### src/rtl/serial_adder_pkg.sv
// Shared definitions for the bit-serial adder: FSM encoding, width limits,
// counter sizing helper and an elaboration-time WIDTH range check.
// Imported by serial_adder; the macro is expanded once at module scope.

`ifndef SERIAL_ADDER_PKG_SV
`define SERIAL_ADDER_PKG_SV

// Elaboration-time guard: stops the build if WIDTH falls outside 1..32.
`define SERIAL_ADDER_WIDTH_CHECK(W) \
   if (((W) < serial_adder_pkg::WIDTH_MIN) || ((W) > serial_adder_pkg::WIDTH_MAX)) begin : g_width_check \
      $error("serial_adder: WIDTH must lie in 1..32"); \
   end

package serial_adder_pkg;

   localparam int WIDTH_MIN = 1;
   localparam int WIDTH_MAX = 32;

   // IDLE waits for start, RUN feeds one bit pair per edge, DONE is the result pulse.
   typedef enum logic [1:0] {
      IDLE = 2'd0,
      RUN  = 2'd1,
      DONE = 2'd2
   } state_e;

   // Bit counter width: clog2(WIDTH), but never narrower than one bit.
   function automatic int cnt_width(input int w);
      return (w > 1) ? $clog2(w) : 1;
   endfunction

endpackage

`endif

### src/rtl/fulladder.sv
// Single-bit full adder cell: s = a^b^c, cin = majority(a,b,c) (carry out).
// Latency: combinational, zero cycles.
// Backpressure: none; pure function of its inputs.

module fulladder (
   output logic s,
   output logic cin,
   input  logic a,
   input  logic b,
   input  logic c
);

   assign s   = a ^ b ^ c;
   assign cin = (a & b) | (a & c) | (b & c);

endmodule

### src/rtl/serial_adder.sv
// Bit-serial adder: {cout,sum} = a_in + b_in + c_in using one fulladder, LSB first.
// Latency: start accepted at E0, done high in the cycle after edge E_WIDTH.
// Backpressure: start is only honoured in IDLE; requests during RUN/DONE are dropped.

module serial_adder
   import serial_adder_pkg::*;
#(
   parameter int WIDTH = 8
) (
   input  logic             clk,
   input  logic             rst,
   input  logic             start,
   input  logic [WIDTH-1:0] a_in,
   input  logic [WIDTH-1:0] b_in,
   input  logic             c_in,
   output logic [WIDTH-1:0] sum,
   output logic             cout,
   output logic             busy,
   output logic             done
);

   `SERIAL_ADDER_WIDTH_CHECK(WIDTH)

   localparam int            CW   = cnt_width(WIDTH);
   localparam logic [CW-1:0] LAST = CW'(WIDTH - 1);

   state_e           state_q, state_d;
   logic [WIDTH-1:0] a_q, a_d;
   logic [WIDTH-1:0] b_q, b_d;
   logic [WIDTH-1:0] acc_q, acc_d;     // result bits being assembled, hidden from sum
   logic [WIDTH-1:0] sum_q, sum_d;
   logic             carry_q, carry_d;
   logic             cout_q, cout_d;
   logic [CW-1:0]    cnt_q, cnt_d;

   logic             fa_s;
   logic             fa_co;

   fulladder u_fa (
      .s   (fa_s),
      .cin (fa_co),
      .a   (a_q[0]),
      .b   (b_q[0]),
      .c   (carry_q)
   );

   // Next-state and datapath updates; outputs busy/done decoded from state.
   always_comb begin
      logic [WIDTH-1:0] acc_sh;
      state_d = state_q;
      a_d     = a_q;
      b_d     = b_q;
      acc_d   = acc_q;
      sum_d   = sum_q;
      carry_d = carry_q;
      cout_d  = cout_q;
      cnt_d   = cnt_q;
      busy    = 1'b0;
      done    = 1'b0;
      // New sum bit enters at the MSB; after WIDTH shifts bit 0 sits at the LSB.
      acc_sh           = acc_q >> 1;
      acc_sh[WIDTH-1]  = fa_s;

      case (state_q)
         IDLE: begin
            if (start) begin
               a_d     = a_in;
               b_d     = b_in;
               carry_d = c_in;
               cnt_d   = '0;
               state_d = RUN;
            end
         end
         RUN: begin
            busy    = 1'b1;
            a_d     = a_q >> 1;
            b_d     = b_q >> 1;
            acc_d   = acc_sh;
            carry_d = fa_co;
            cnt_d   = cnt_q + CW'(1);
            if (cnt_q == LAST) begin
               // Publish the complete result in one step so sum never shows partial bits.
               sum_d   = acc_sh;
               cout_d  = fa_co;
               state_d = DONE;
            end
         end
         DONE: begin
            done    = 1'b1;
            state_d = IDLE;
         end
         default: begin
            state_d = IDLE;
         end
      endcase
   end

   // State and datapath registers; reset aborts any addition in flight.
   always_ff @(posedge clk or posedge rst) begin
      if (rst) begin
         state_q <= IDLE;
         a_q     <= '0;
         b_q     <= '0;
         acc_q   <= '0;
         sum_q   <= '0;
         carry_q <= 1'b0;
         cout_q  <= 1'b0;
         cnt_q   <= '0;
      end else begin
         state_q <= state_d;
         a_q     <= a_d;
         b_q     <= b_d;
         acc_q   <= acc_d;
         sum_q   <= sum_d;
         carry_q <= carry_d;
         cout_q  <= cout_d;
         cnt_q   <= cnt_d;
      end
   end

   assign sum  = sum_q;
   assign cout = cout_q;

endmodule

### config.mk
export PLATFORM = sky130hd
export DESIGN_NAME = serial_adder
export DESIGN_NICKNAME = d
export VERILOG_FILES = /design/src/rtl/serial_adder_pkg.sv /design/src/rtl/fulladder.sv /design/src/rtl/serial_adder.sv
export SDC_FILE = /design/constraint.sdc
export NUM_CORES = 1
export LEC_CHECK = 0
export ABC_AREA = 1
export BUFFER_PORTS_ARGS = -buffer_cell sky130_fd_sc_hd__buf_4
export CAP_MARGIN = 10
export CORE_AREA = 2 2 71 73
export CTS_CLUSTER_SIZE = 14
export DETAILED_ROUTE_END_ITERATION = 16
export DIE_AREA = 0 0 73 75
export GPL_ROUTABILITY_DRIVEN = 0
export GPL_TIMING_DRIVEN = 0
export PLACE_DENSITY = 0.72
export SYNTH_ARGS = -nofsm -noshare
export SYNTH_HDL_FRONTEND = slang
export SYNTH_SLANG_ARGS = --single-unit
### constraint.sdc
create_clock -name clk -period 1.2 [get_ports clk]
set_input_delay 0.12 -clock clk [delete_from_list [all_inputs] [get_ports clk]]
set_output_delay 0.12 -clock clk [all_outputs]
set_load 0.05 [all_outputs]
==> impl_results.md <==
* Remaining DRCs at 0
* Top Ports at 31
* Synth area leaders: dfrtp_1, nand2_1, nand3_1, inv_1, buf_6
* Reg2reg start: state_q[0]
* FF/Latch Area at 952 µm²
* Synthesized instance count at 217
* Number of register bits inferred by synthesis at 38
* Root Driver: clkbuf_8
* FMAX at 783 MHz
* ANT cells at 0
* Initial core utilization at 0.394
* Total die area at 5480 µm²
* Die height at 75 µm
* Relative slew slack at 0.483
* Max-Cap Viols at 0
* Post-synthesis instance area at 1840 µm²
* FILL cells at 409
* Area leader, netlist: dfrtp_1
* Setup CP Type: flip-flop to primary output
* R2r endpoint: a_q[2]
* Grt total ovfl at 0
* First-pass GRT wire length at 6630 µm
* Worst-path fanout max at 2
* Failing checks: negative hold slack, negative setup slack
* Drt first pass iters at 4
* Drt wl/cell at 11.9 µm
* GRT Util Overall at 0.160
* Critical path endpoint category: primary output
* Syn_area_per_cell at 8.46 µm²
* Die W at 73 µm
* R2R setup slack at -0.07 ns
* Final hold viol count at 38
* Post-synthesis sequential area ratio at 0.518
* Crit path time final at 1.28 ns
* Vias in the first global route at 1540
* Peak VDD IR at 1.21 mV
* WP data required at 1.08 ns
* Final instance area at 2540 µm²
* Startpoint Class: flip-flop
* Final ANT Viol Nets at 0
* Number of antenna violations at the first check in global routing at 0
* CP arrival at 1.16 ns
* Worst R2R Path Depth at 6
* Share of post-route cells with drive strength above 1 at 0.349
* Fin crit share at 1.06
* Setup crit end: done
* Post-detail-place hpwl at 2270 µm
* Total CTS buffers at 5
* Clock Skews at 0.00641 ns
* Largest net degree at the start of global routing at 39
* Buffers on Ports at 30
* Placement Rows at 25
* RSZ-0062 raised after global routing: yes
* CP startpoint: state_q[0]
* Path category of the worst min-delay check: input port to async pin
* Sink Count at 38
* Fin worst setup slack at -0.0769 ns
* Slew Viols, Final at 0
* Dpl cell area at 2130 µm²
* Area occupied by multi-input gates at 742 µm²
* Nets at 297
* Synth top area share at 0.518
* Yosys Warn Count at 0
* Layout area overhead at 38.1%
* Leakage at 1.36 nW
* Core area at 4660 µm²
* Post-synthesis net count at 240
* Worst hold margin at -0.0249 ns
* Power Density at 2690 nW/µm²
* Later-pin clock latency in the skew report at 0.29 ns
* Routed WL at 3900 µm
* Vias post-DR at 1559
* Yosys cell types at 22
* Clock-pin slew on the worst setup and hold paths at 0.07 ns
* CTS tree: built
* Worst-margin pin slew at 0.775 ns
* Iter 0 DRT Violations at 61
* # setup viols final at 29
* DP Worst Slack at -0.102 ns
* Deepest clock path buffer count at 2
* Status: finished, violations left
* Routed vias/inst at 4.74
* H-tree levels at 2
-- kinds of logic after synthesis --
logic type,synth area share
and+or+nand+nor,0.269
AOI/OAI and AO/OA,0.0695
DFF,0.518
adders and majority gates,0.0245
buffers and inverters,0.119
-- area by class of cell --
class | count | area share
Inverter | 38 | 0.0582
Timing Repair Buffer | 50 | 0.168
Sequential cell | 38 | 0.375
Multi-Input combinational cell | 133 | 0.292
Clock inverter | 2 | 0.00493
Buffer | 8 | 0.0419
Tap cell | 54 | 0.0266
Clock buffer | 6 | 0.0325
-- metrics by stage --
step	cells	setup TNS (ns)	utilization	power [mW]	hold WS, ns
3_5_place_dp	301	-0.898	0.457	5.14	0.326
4_1_cts	326	-0.313	0.528	6.62	0.00818
6_report	329	-1.10	0.544	6.83	-0.0249
5_1_grt	329	-2.66	0.544	7.39	0.0443
2_1_floorplan	217	-0.728	-	4.45	0.241
3_3_place_gp	301	-12.64	0.457	5.07	0.331
-- registers in the layout, indices dropped and copies added, names as in the netlist --
name and count:
a_q 8, acc_q 7, b_q 8, carry_q 1, cnt_q 3, cout 1, state_q 2, sum 8
-- repair_timing --
item / 4_1_cts / 5_1_grt
pin swaps: 4 / 9
cloned: 2 / 1
hold buffers: 0 / 0
setup buffers: 15 / 2
resized for setup: 26 / 13
setup endpoints to repair: 18 / 36
-- worst max-delay path, stage by stage (launching register included) --
cell and delay [ns]:
dfrtp_1 0.40, buf_6 0.13, buf_8 0.11, nor2_4 0.07
buf_6 0.16
-- worst min-delay path by stage --
stage                 start     end  slack [ns]  depth (start not counted)
floorplan           a_in[7]  a_q[7]        0.24                          2
global placement    a_in[7]  a_q[7]        0.33                          3
detailed placement      rst  a_q[4]        0.33                          2
CTS                     rst  sum[2]       0.008                          2
global route            rst  a_q[4]        0.04                          2
finish                  rst  a_q[4]       -0.02                          2
-- layer usage --
| layer | wire length (µm) | vias up | track usage |
|---|---|---|---|
| met5 | 0 | - | 0 |
| li1 | - | 775 | - |
| met1 | 1720 | 718 | 0.199 |
| met2 | 1850 | 55 | 0.258 |
| met3 | 232 | 11 | 0.0428 |
| met4 | 102 | 0 | 0.0823 |
-- cell usage after synthesis (all sizes together) --
library cell	number
nor2	4
ha	2
nand4	1
fa	1
nand2	78
inv	38
o21ai	16
a21oi	2
dfrtp	38
nand3	29
buf	8
-- layout by cell type, fill, tap and decap left out, types with 6 or more instances in the layout --
master     n
nand2_1   67
buf_4     42
dfrtp_1   37
inv_1     34
nand3_1   29
buf_6     10
nand2_2    7
o21ai_0    6
o21ai_2    6
clkbuf_8   6
-- power by group --
part | internal (mW) | switching (mW)
Sequential | 1.88 | 0.342
Combinational | 1.60 | 2.10
Clock | 0.461 | 0.444
(Power assumes the default switching activity.)
